===== src/rtl/multdiv_sequencer_pkg.sv =====
// Shared definitions for the multiply/divide front-end sequencer:
// FSM state encoding, step-counter width and default capture points.
package multdiv_sequencer_pkg;

  localparam int COUNT_W       = 5;
  localparam int MULT_LAST_DEF = 15;
  localparam int DIV_LAST_DEF  = 31;

  typedef enum logic [1:0] {
    IDLE     = 2'd0,
    RUN_MULT = 2'd1,
    RUN_DIV  = 2'd2,
    DONE     = 2'd3
  } state_e;

endpackage : multdiv_sequencer_pkg


===== src/rtl/multdiv_step_counter.sv =====
// Step counter shared by the iterative multiply/divide units: synchronous
// clear has priority over enable; holds its value when neither is asserted.
module multdiv_step_counter
  import multdiv_sequencer_pkg::*;
(
  input  logic               clock,
  input  logic               reset,
  input  logic               clear,
  input  logic               enable,
  output logic [COUNT_W-1:0] count
);

  logic [COUNT_W-1:0] count_q;
  logic [COUNT_W-1:0] count_d;

  always_comb begin
    count_d = count_q;
    if (clear) begin
      count_d = '0;
    end else if (enable) begin
      count_d = count_q + COUNT_W'(1);
    end
  end

  // NOTE: state registers use non-blocking assignments so every flop samples
  // the pre-edge value of every other flop, independent of block ordering.
  always_ff @(posedge clock or posedge reset) begin
    if (reset) begin
      count_q <= '0;
    end else begin
      count_q <= count_d;
    end
  end

  assign count = count_q;

endmodule : multdiv_step_counter


===== src/rtl/multdiv_sequencer.sv =====
// Front-end controller for the shared multiply/divide datapath: latches
// operands on a start pulse, steps the units and captures the final result.
module multdiv_sequencer
  import multdiv_sequencer_pkg::*;
#(
  parameter int MULT_LAST = MULT_LAST_DEF,
  parameter int DIV_LAST  = DIV_LAST_DEF
) (
  input  logic               clock,
  input  logic               reset,
  input  logic               ctrl_MULT,
  input  logic               ctrl_DIV,
  input  logic [31:0]        data_operandA,
  input  logic [31:0]        data_operandB,
  output logic [31:0]        unit_operandA,
  output logic [31:0]        unit_operandB,
  output logic [COUNT_W-1:0] count,
  output logic               unitReset,
  input  logic [31:0]        mult_result,
  input  logic               mult_overflow,
  input  logic [31:0]        div_result,
  input  logic               div_exception,
  output logic [31:0]        data_result,
  output logic               data_exception,
  output logic               data_resultRDY,
  output logic               busy
);

  // Capture points must fit the 5-bit counter; the counter never wraps in a run.
  localparam logic [COUNT_W-1:0] MULT_LAST_C = COUNT_W'(MULT_LAST);
  localparam logic [COUNT_W-1:0] DIV_LAST_C  = COUNT_W'(DIV_LAST);

  state_e      state_q, state_d;
  logic [31:0] op_a_q, op_a_d;
  logic [31:0] op_b_q, op_b_d;
  logic [31:0] result_q, result_d;
  logic        exc_q, exc_d;
  logic        rdy_q, rdy_d;
  logic        busy_q, busy_d;
  logic        unit_reset_q, unit_reset_d;
  logic        cnt_clear;
  logic        cnt_enable;
  logic        start;

  assign start = ctrl_MULT | ctrl_DIV;

  multdiv_step_counter u_step_counter (
    .clock  (clock),
    .reset  (reset),
    .clear  (cnt_clear),
    .enable (cnt_enable),
    .count  (count)
  );

  // NOTE: every signal assigned in this block gets a default first, so no
  // path through the case statement can leave one unassigned and infer a latch.
  always_comb begin
    state_d      = state_q;
    op_a_d       = op_a_q;
    op_b_d       = op_b_q;
    result_d     = result_q;
    exc_d        = exc_q;
    rdy_d        = 1'b0;
    busy_d       = busy_q;
    unit_reset_d = 1'b0;
    cnt_clear    = 1'b0;
    cnt_enable   = 1'b0;

    if (start) begin
      // A start in any state restarts; it also overrides a same-edge capture.
      state_d      = ctrl_MULT ? RUN_MULT : RUN_DIV;
      op_a_d       = data_operandA;
      op_b_d       = data_operandB;
      busy_d       = 1'b1;
      unit_reset_d = 1'b1;
      cnt_clear    = 1'b1;
    end else begin
      unique case (state_q)
        RUN_MULT: begin
          if (count == MULT_LAST_C) begin
            result_d = mult_result;
            exc_d    = mult_overflow;
            rdy_d    = 1'b1;
            busy_d   = 1'b0;
            state_d  = DONE;
          end else begin
            cnt_enable = 1'b1;
          end
        end
        RUN_DIV: begin
          if (count == DIV_LAST_C) begin
            // A zero divisor is reported here regardless of the unit's outputs.
            if (op_b_q == '0) begin
              result_d = '0;
              exc_d    = 1'b1;
            end else begin
              result_d = div_result;
              exc_d    = div_exception;
            end
            rdy_d   = 1'b1;
            busy_d  = 1'b0;
            state_d = DONE;
          end else begin
            cnt_enable = 1'b1;
          end
        end
        DONE:    state_d = IDLE;
        default: state_d = IDLE;
      endcase
    end
  end

  always_ff @(posedge clock or posedge reset) begin
    if (reset) begin
      state_q      <= IDLE;
      op_a_q       <= '0;
      op_b_q       <= '0;
      result_q     <= '0;
      exc_q        <= 1'b0;
      rdy_q        <= 1'b0;
      busy_q       <= 1'b0;
      unit_reset_q <= 1'b0;
    end else begin
      state_q      <= state_d;
      op_a_q       <= op_a_d;
      op_b_q       <= op_b_d;
      result_q     <= result_d;
      exc_q        <= exc_d;
      rdy_q        <= rdy_d;
      busy_q       <= busy_d;
      unit_reset_q <= unit_reset_d;
    end
  end

  assign unit_operandA  = op_a_q;
  assign unit_operandB  = op_b_q;
  assign unitReset      = unit_reset_q | reset;
  assign data_result    = result_q;
  assign data_exception = exc_q;
  assign data_resultRDY = rdy_q;
  assign busy           = busy_q;

endmodule : multdiv_sequencer


===== config.mk =====
export PLATFORM = sky130hd
export DESIGN_NAME = multdiv_sequencer
export DESIGN_NICKNAME = d
export VERILOG_FILES = /design/src/rtl/multdiv_sequencer_pkg.sv /design/src/rtl/multdiv_step_counter.sv /design/src/rtl/multdiv_sequencer.sv
export SDC_FILE = /design/constraint.sdc
export NUM_CORES = 1
export LEC_CHECK = 0
export CAP_MARGIN = 20
export CELL_PAD_IN_SITES_DETAIL_PLACEMENT = 0
export CELL_PAD_IN_SITES_GLOBAL_PLACEMENT = 2
export CORE_UTILIZATION = 23
export CTS_BUF_LIST = sky130_fd_sc_hd__clkbuf_4 sky130_fd_sc_hd__clkbuf_8
export DETAILED_ROUTE_END_ITERATION = 12
export PLACE_DENSITY = 0.92
export SLEW_MARGIN = 20
export SYNTH_ARGS = -nofsm -noshare
export SYNTH_HDL_FRONTEND = slang
export SYNTH_SLANG_ARGS = --single-unit

===== constraint.sdc =====
create_clock -name clock -period 4.85 [get_ports clock]
set_input_delay 0.97 -clock clock [delete_from_list [all_inputs] [get_ports clock]]
set_output_delay 0.97 -clock clock [all_outputs]
set_load 0.01 [all_outputs]

==> metrics <==
status=completed; Synth Flop Type=dfrtp_1; Final HPWL DP=between 9 and 10 mm; Hold Fails Final Rpt=0; Post CTS Setup Buffer Count=0; register area=2678 sq um; RSZ-0062 raised after global routing=false; Port Buf Inserts=~240; row count=51; Final Max Slew Viols=0; synthesized cell area=4537 sq um; global-route usage over all layers=between 10% and 20%; Worst setup EP type=primary output; Ys Warns=0; Clock Latency Late Sink=380 ps; Core ar.=19400 sq um; Avg Inst Size Synth=roughly 10 sq um; Worst Reg-to-Reg Cells=8; pwr/cell area=354.3 nW/um^2; top cells by area, synth=dfrtp_1, nand2_1, a221o_1, nor3b_1, clkbuf_1; vias in the first global route=slightly above 4000; CTS clk-pin slew, worst paths=100 ps; hold path start=unit_operandA[4]; TNS Setup=0 ps; Initial Utilization=23.39%; H-tree depth=3; r2r setup slk=~2100 ps; Clock Tree Root=clkbuf_8; Die ar.=20290 sq um; Crit Path Class=input port to primary output; MaxCap Viol Count=0; TritonCTS Sinks=107; CP cell instances=clkdlybuf4s50_1, or2_2, clkdlybuf4s50_1; DR iter-0 viols=169; Antenna diodes=0; Post-synth ARST share=100.0%; Die H=~140 microns; number of top-level pins=roughly 240; GR Overflow Total=0; largest net degree at the start of global routing=66; fmax=roughly 310 MHz; hold endpoint=unit_operandA[4]; Synth top area share=59.02%; post-synth cell types=34; CP bufs+invs=2; Slowest cell on crit path=clkdlybuf4s50_1; r2r endpoint=data_result[7]; synth cell count leaders=nand2_1, dfrtp_1, a221o_1, nor3b_1, clkbuf_1; reg2reg start=u_step_counter.count[0]; Least-Margin Pin Slew=727.0 ps; Lkg Pwr=0.003231 uW; CTS tree=built; Hold Slack=472.8 ps; routability cong.=roughly 0.73; Vias=4096; Final Power=2611 uW; crit-path leading delay family=buffers and inverters; largest stage delay on the critical path=about 490 ps; Synth Register Bits=107; top-count cell post-synth=nand2_1; antenna violations before repair=0; DRC viols=0; number of synthesized flops with an enable pin=0; CTS resizes=0; hold crit path type=register to register; global-route wire length before repair=21.93 mm; share of layout cells above drive strength 1=roughly 4.7%; most used cell, CP=clkdlybuf4s50_1; maximum root-to-sink buffer count=2; Cells after Synth=~450; Final ANT Viol Nets=0; syn_nets=588; register area share after synthesis=59.02%; Layout Area Growth over Synthesis=62.44%; worst path arrival time=2220 ps; routed vias/inst=roughly 4.3; CP max FO=2; fill count=roughly 2000; worst IR drop on VDD=0.0001539 V; area leader, netlist=dfrtp_1; Setup-failing EPs final=0; final non-filler cell total=945; total CTS buffers=9; Die W=roughly 140 microns; hold path depth=2; data required time at the worst endpoint=a little under 4000 ps; Hold-fix buffers, CTS=0; WL/cell=14.95 microns; period utilization=65.81%; DRT Pass-1 Iters=4; final setup margin=between 1500 and 2000 ps; clock skew=12.34 ps; area of the multi-input gates=1674 sq um; Final Critical Period=roughly 3200 ps; Slew HR=roughly half; final WL=14.13 mm; Final #Nets=around 800; Place WS=1632 ps; CP Launch Type=input port; Post-Place Cells=930
registers in the layout, indices dropped and copies added, names as in the netlist:
| name | count |
|---|---|
| unit_operandA | 32 |
| unit_operandB | 32 |
| u_step_counter.count | 5 |
| data_exception | 1 |
| busy | 1 |
| state_q | 2 |
| data_result | 32 |
| data_resultRDY | 1 |
| unit_reset_q | 1 |
tightest hold or removal path, delay by kind of cell (launching register included):
family | cells | cell delay, ps
simple gates | 2 | 100
flops | 1 | 350
per-stage QoR:
stage                     area, sq um  util [%]
after floorplan                  4537         -
after global placement           7163     36.93
after detailed placement         7163     36.93
after CTS                        7370     37.99
after global routing             7370     37.99
final                            7370     37.99
area by class of cell:
class / count / area share (%)
sequential: 107 / 36.33
timing repair buffer: 244 / 33.11
multi-input combinational: 304 / 22.72
tap: 265 / 4.499
clock buffer: 12 / 2.156
clock inverter: 3 / 0.6452
inverter: 10 / 0.5433
per-layer routing:
metal,vias up,track usage [%],share of wire [%]
met2,182,23.32,45
met5,-,0,0
met4,0,3.905,1.0
met1,1941,16.73,44
met3,10,5.585,11
li1,1963,-,-
power by group:
part           switching (uW)  internal, uW
logic                     314           532
clock network             314           273
registers                 112          1070
cell usage in the layout, fill, tap and decap left out, types with 5 or more instances in the layout:
cell type and n:
ha_1 5, nor4_1 8, nor3b_1 32, dfrtp_1 107, buf_4 5, nand2_1 194
nor2_1 5, clkdlybuf4s50_1 238, a221o_1 32, clkbuf_8 11, inv_1 8
logic make-up (layout without fill, tap and decap cells):
family                     Yosys count  in the layout  share of synthesized area [%]
DFF                                107            107                          59.02
xor gates and xnor gates             2              2                         0.3862
and+or+nand+nor                    251            251                          25.23
muxes                                3              3                         0.6619
AOI/OAI and AO/OA                   43             43                          9.239
buffers and inverters               38            269                          4.081
adders and majority gates            5              5                          1.379
worst max path at each step:
stage / slack [ps] / to / startpoint / cells past startpoint
6_report: 1660 / unitReset / reset / 3
5_1_grt: 1610 / unitReset / reset / 3
4_1_cts: 1660 / unitReset / reset / 3
3_5_place_dp: 1630 / data_result[7] / ctrl_DIV / 6
3_3_place_gp: 1670 / unitReset / reset / 3
2_1_floorplan: 1060 / busy / reset / 1
No activity file was read; power rests on OpenSTA's default activity.
